**config.mk**
```make
export PLATFORM = sky130hd
export DESIGN_NAME = data_mem_arbiter
export DESIGN_NICKNAME = d
export VERILOG_FILES = /design/src/rtl/interfaces_def_pkg.sv /design/src/rtl/mem_timeout_counter.sv /design/src/rtl/data_mem_arbiter.sv
export SDC_FILE = /design/constraint.sdc
export NUM_CORES = 1
export LEC_CHECK = 0
export CORE_AREA = 5 5 226 228
export CTS_CLUSTER_DIAMETER = 120
export DETAILED_ROUTE_END_ITERATION = 6
export DIE_AREA = 0 0 231 233
export GPL_TIMING_DRIVEN = 1
export SLEW_MARGIN = 20
export SYNTH_ARGS = -nofsm -noshare
export SYNTH_HDL_FRONTEND = slang
export SYNTH_SLANG_ARGS = --single-unit
```
**constraint.sdc**
```tcl
create_clock -name clk -period 4 [get_ports clk]
set_input_delay 1.2 -clock clk [delete_from_list [all_inputs] [get_ports clk]]
set_output_delay 1.2 -clock clk [all_outputs]
set_load 0.05 [all_outputs]
```
**src/rtl/interfaces_def_pkg.sv**
```systemverilog
// ============================================================================
// Module   : interfaces_def_pkg
// Brief    : Shared memory-operation and arbiter-state types.
// Revision : 1.0 - initial release
// ============================================================================
`default_nettype none

package interfaces_def_pkg;

    typedef enum logic [1:0] {
        ST_VEC = 2'b00,
        ST_ESC = 2'b01,
        LD_VEC = 2'b10,
        LD_ESC = 2'b11
    } mem_op_t;

    typedef enum logic [1:0] {
        IDLE  = 2'b00,
        ISSUE = 2'b01,
        WAIT  = 2'b10,
        RESP  = 2'b11
    } arb_state_t;

endpackage

`default_nettype wire

```
**src/rtl/mem_timeout_counter.sv**
```systemverilog
// ============================================================================
// Module   : mem_timeout_counter
// Brief    : Watchdog counter; flags expiry after TIMEOUT_CYCLES-1 increments.
// Revision : 1.0 - initial release
// ============================================================================
`default_nettype none

module mem_timeout_counter #(
    parameter int TIMEOUT_CYCLES = 1024
) (
    input  logic clk,
    input  logic rst,
    input  logic i_clear,
    input  logic i_enable,
    output logic o_expired
);

    localparam int c_CNT_W = $clog2(TIMEOUT_CYCLES);
    localparam logic [c_CNT_W-1:0] c_LAST = c_CNT_W'(TIMEOUT_CYCLES - 1);

    logic [c_CNT_W-1:0] r_count;

    always_ff @(posedge clk) begin
        if (rst || i_clear) begin
            r_count <= '0;
        end else if (i_enable) begin
            r_count <= r_count + 1'b1;
        end
    end

    assign o_expired = (r_count == c_LAST);

endmodule

`default_nettype wire

```
**src/rtl/data_mem_arbiter.sv**
```systemverilog
// ============================================================================
// Module   : data_mem_arbiter
// Brief    : Round-robin two-port arbiter/sequencer for the shared data memory.
// Revision : 1.0 - initial release
// ============================================================================
`default_nettype none

module data_mem_arbiter
    import interfaces_def_pkg::*;
#(
    parameter int TIMEOUT_CYCLES = 1024
) (
    input  logic              clk,
    input  logic              reset,
    input  logic [1:0]        req_valid,
    input  logic [1:0][1:0]   req_op,
    input  logic [1:0][31:0]  req_addr,
    input  logic [1:0][31:0]  req_data_esc,
    input  logic [1:0][63:0]  req_data_vec,
    output logic [1:0]        rsp_valid,
    output logic              rsp_err,
    output logic [31:0]       rsp_data_esc,
    output logic [63:0]       rsp_data_vec,
    output logic              busy,
    output logic              mem_start,
    output logic [1:0]        mem_op,
    output logic [31:0]       base_addr,
    output logic [31:0]       data_in_esc,
    output logic [63:0]       data_in_vec,
    input  logic              mem_rdy,
    input  logic [31:0]       data_out_esc,
    input  logic [63:0]       data_out_vec
);

    arb_state_t  r_state;
    arb_state_t  w_next_state;
    logic        r_prio;
    logic        r_grant;
    logic        w_winner;
    logic        w_cnt_clear;
    logic        w_cnt_enable;
    logic        w_expired;

    mem_op_t     r_mem_op;
    logic [31:0] r_base_addr;
    logic [31:0] r_data_in_esc;
    logic [63:0] r_data_in_vec;
    logic [1:0]  r_rsp_valid;
    logic        r_rsp_err;
    logic [31:0] r_rsp_data_esc;
    logic [63:0] r_rsp_data_vec;
    logic        r_busy;
    logic        r_mem_start;

    mem_timeout_counter #(
        .TIMEOUT_CYCLES (TIMEOUT_CYCLES)
    ) u_timeout (
        .clk       (clk),
        .rst       (reset),
        .i_clear   (w_cnt_clear),
        .i_enable  (w_cnt_enable),
        .o_expired (w_expired)
    );

    always_comb begin
        w_next_state = r_state;
        w_winner     = req_valid[r_prio] ? r_prio : ~r_prio;
        w_cnt_clear  = 1'b0;
        w_cnt_enable = 1'b0;
        case (r_state)
            IDLE:  if (|req_valid) w_next_state = ISSUE;
            ISSUE: begin
                w_cnt_clear  = 1'b1;
                w_next_state = WAIT;
            end
            // A ready on the expiry cycle takes precedence over the timeout.
            WAIT: begin
                if (mem_rdy || w_expired) begin
                    w_next_state = RESP;
                end else begin
                    w_cnt_enable = 1'b1;
                end
            end
            RESP:    w_next_state = IDLE;
            default: w_next_state = IDLE;
        endcase
    end

    always_ff @(posedge clk) begin
        if (reset) begin
            r_state        <= IDLE;
            r_prio         <= 1'b0;
            r_grant        <= 1'b0;
            r_mem_op       <= ST_VEC;
            r_base_addr    <= '0;
            r_data_in_esc  <= '0;
            r_data_in_vec  <= '0;
            r_rsp_valid    <= '0;
            r_rsp_err      <= 1'b0;
            r_rsp_data_esc <= '0;
            r_rsp_data_vec <= '0;
            r_busy         <= 1'b0;
            r_mem_start    <= 1'b0;
        end else begin
            r_state     <= w_next_state;
            r_mem_start <= (w_next_state == ISSUE);
            r_busy      <= (w_next_state != IDLE);
            r_rsp_valid <= '0;
            case (r_state)
                IDLE: begin
                    if (|req_valid) begin
                        r_grant       <= w_winner;
                        r_mem_op      <= mem_op_t'(req_op[w_winner]);
                        r_base_addr   <= req_addr[w_winner];
                        r_data_in_esc <= req_data_esc[w_winner];
                        r_data_in_vec <= req_data_vec[w_winner];
                    end
                end
                WAIT: begin
                    if (mem_rdy || w_expired) begin
                        r_rsp_valid    <= r_grant ? 2'b10 : 2'b01;
                        r_rsp_err      <= ~mem_rdy;
                        r_rsp_data_esc <= mem_rdy ? data_out_esc : 32'd0;
                        r_rsp_data_vec <= mem_rdy ? data_out_vec : 64'd0;
                    end
                end
                RESP:    r_prio <= ~r_grant;
                default: ;
            endcase
        end
    end

    assign rsp_valid    = r_rsp_valid;
    assign rsp_err      = r_rsp_err;
    assign rsp_data_esc = r_rsp_data_esc;
    assign rsp_data_vec = r_rsp_data_vec;
    assign busy         = r_busy;
    assign mem_start    = r_mem_start;
    assign mem_op       = r_mem_op;
    assign base_addr    = r_base_addr;
    assign data_in_esc  = r_data_in_esc;
    assign data_in_vec  = r_data_in_vec;

endmodule

`default_nettype wire
```
==> impl_metrics.toml <==
[layout]
area_growth_pct = 75.2
drive_gt1_frac = 0.0484
final_nets = 2020
design_area_mm2 = 0.0175

[sta]
final_max_slew_viol_count = 0
period_minus_slack_ns = 2.98
maxSlewHeadroom = 0.384
hold_viol_final = 0
layout_setup_ws_ns = 1.02
setup_viol = 0
finalSetupTns_ns = 0
whs_ns = 0.471
worstMarginPinSlew_ns = 0.924
fin_skew_ns = 0.0120
fin_crit_sh = 0.744
rsz0062_at_grt = "false"
timing.fmax_mhz = 336

[placed_design]
dp_slack_ns = 0.785
hpwlAfterDp_um = 30900
io_buffers = 591
gp_congestion = 0.819
dpl_cell_area_mm2 = 0.0166

[synth]
yosysTopAreaCell = "dfxtp_1"
syn-num-nets = 1472
yosysSeqAreaShare = 0.490
yosysMostFrequentCell = "dfxtp_1"
yosysWarnings = 0
ys.flop_type = "dfxtp_1"
syn_area_mm2 = 0.0100
yosys-top-cells-count = "dfxtp_1 (245), nor2_1 (139), mux2i_1 (132)"
syn-instance-count = 1105
synth-seq-cells = 245
async_flop_share = 0
yosysUniqueCellTypes = 42
synth_edf_count = 0
synth.top_cells.by_area = "dfxtp_1 (49%), mux2i_1 (13%), a211oi_1 (9.8%)"
syn_area_per_cell_um2 = 9.07
yosysTopAreaCellShare = 0.490

[clock_tree]
postCtsHoldBufs = 0
clkLatencyLatePin_ns = 0.54
clock_sinks = 245
clk_pin_slew_worst_paths_ns = 0.06
cts_buffers = 29
cts-root-buf = "clkbuf_16"
cts_tree = "done"
cts_setup_buffers = 0
clk_path_buf_depth = 3
cts_resized = 0
cts_max_level = 1

[detailed_routing]
detail_route.iter0.violations = 361
drt_first_pass_iters = 4
wl_met2_um = 19800
vias = 10169
vias_per_cell = 4.43
wl_met3_um = 3750
dr.max_layer_used = "met5"
ant_nets = 0
drc = 0
wl_um = 40700
drt-met1-wl_um = 15900
routedWlPerCell_um = 17.7

[global_route]
grt_pass1_wl_um = 59700
grt_antenna_before_repair = 7
grt_max_degree = 97
grt_usage = 0.138
grt-ovfl-total = 0
grt_pass1_vias = 10312

[critical_path]
cp-start-kind = "register"
crit_end = "data_in_vec[42]"
critPathKind = "register to primary output"
crit_arrival_ns = 1.78
crit_family = "buffers and inverters"
reg2reg_from = "r_state[0]"
crit_start = "data_in_vec[42]"
r2r_slack_ns = 1.81
cp_num_buf_inv = 1
max_stage_delay_ns = 0.90
cp.depth = 1
r2r_cells = 6
regToRegEndpoint = "rsp_data_esc[1]"
cp.required_ns = 2.80
cp_slowest_cell = "clkdlybuf4s50_1"
endpoint_kind = "primary output"
path_cells = "clkdlybuf4s50_1"
path_max_fanout = 2

[worst_hold_path]
holdCritPathClass = "register to register"

[die]
rows = 81
die_h_um = 233
coreArea_mm2 = 0.0486
ioPinCount = 592
chipWidth_um = 231
dieArea_mm2 = 0.0538
start_util = 0.206

[pwr]
power_density_mw_per_mm2 = 698
max-vdd-ir-drop_mv = 0.402
p_leak_nw = 6.47

[job]
cap_viol_max_count = 0

[status]
status = "finished clean"
==> flip-flops by register name, summed over array words and instances (netlist names) <==
register,count
data_in_esc,32
data_in_vec,64
r_grant,1
rsp_data_vec,64
rsp_valid,2
rsp_data_esc,32
busy,1
r_prio,1
rsp_err,1
mem_op,2
mem_start,1
r_state,2
base_addr,32
u_timeout.r_count,10
==> worst reg2reg max path, cell delays in order (launching register included) <==
cell and delay [ns]:
dfxtp_1 0.40, inv_1 0.11, ha_1 0.31, inv_2 0.11, buf_4 0.64, o21ai_0 0.35
a21oi_1 0.20
==> metrics by stage <==
| stage | instances | total power (W) | utilization |
|---|---|---|---|
| finish | 2298 | 0.0123 | 0.361 |
| global route | 2298 | 0.0129 | 0.361 |
| CTS | 2295 | 0.0124 | 0.361 |
| detailed placement | 2244 | 0.00976 | 0.341 |
| global placement | 2244 | 0.00971 | 0.341 |
| floorplan | 1105 | 0.00742 | - |
==> area by class of cell <==
| type | instances | area (um^2) |
|---|---|---|
| Sequential cell | 245 | 4900 |
| Multi-Input combinational cell | 751 | 4620 |
| Fill cell | 4963 | 31100 |
| Antenna cell | 3 | 7.51 |
| Clock inverter | 4 | 45.0 |
| Tap cell | 622 | 778 |
| Timing Repair Buffer | 617 | 6260 |
| Clock buffer | 47 | 893 |
| Inverter | 9 | 33.8 |
==> layer usage <==
layer,vias up,track usage
met4,4,0.0448
met3,74,0.0511
met1,4638,0.155
met2,429,0.244
met5,-,0
li1,5024,-
==> where the power goes <==
group / internal (W) / leakage (nW) / switching, W
registers: 0.00311 / 2.01 / 0.000351
clock network: 0.00157 / 0.465 / 0.00102
logic: 0.00217 / 4.00 / 0.00404
total: 0.00685 / 6.47 / 0.00541
==> layout by cell type, fill, tap and decap left out, types with 2 or more instances in the layout <==
master / count
buf_12: 12
and3_1: 2
ha_1: 6
o21ai_0: 92
clkbuf_8: 10
nand2_1: 100
clkinv_2: 3
a211oi_1: 131
o21ai_1: 7
nor2b_1: 4
buf_4: 14
a31oi_1: 2
nor3_1: 7
clkbuf_16: 29
or2_2: 2
a21oi_1: 100
nor2_1: 139
mux2i_1: 132
inv_2: 2
clkdlybuf4s50_1: 590
inv_1: 7
dfxtp_1: 245
nand4_1: 2
clkbuf_1: 8
diode_2: 3
or3_1: 2
nand3_1: 5
==> logic make-up after synthesis <==
logic type	Yosys count	share of synthesized area
simple gates	268	0.107
buf+inv	109	0.0506
xor+xnor	2	0.00175
compound gates	342	0.210
fa+ha+maj	6	0.00749
mux	133	0.133
flops	245	0.490
==> worst min path at each step <==
stage / startpoint / to / slack [ns] / cells past startpoint
detailed placement: rsp_data_vec[13] / rsp_data_vec[13] / 0.47 / 2
finish: rsp_data_vec[13] / rsp_data_vec[13] / 0.47 / 2
global route: rsp_data_esc[28] / rsp_data_esc[28] / 0.49 / 2
global placement: rsp_data_vec[6] / rsp_data_vec[6] / 0.46 / 2
floorplan: r_grant / rsp_valid[0] / 0.40 / 1
CTS: rsp_data_vec[13] / rsp_data_vec[13] / 0.47 / 2
(Power assumes the default switching activity.)
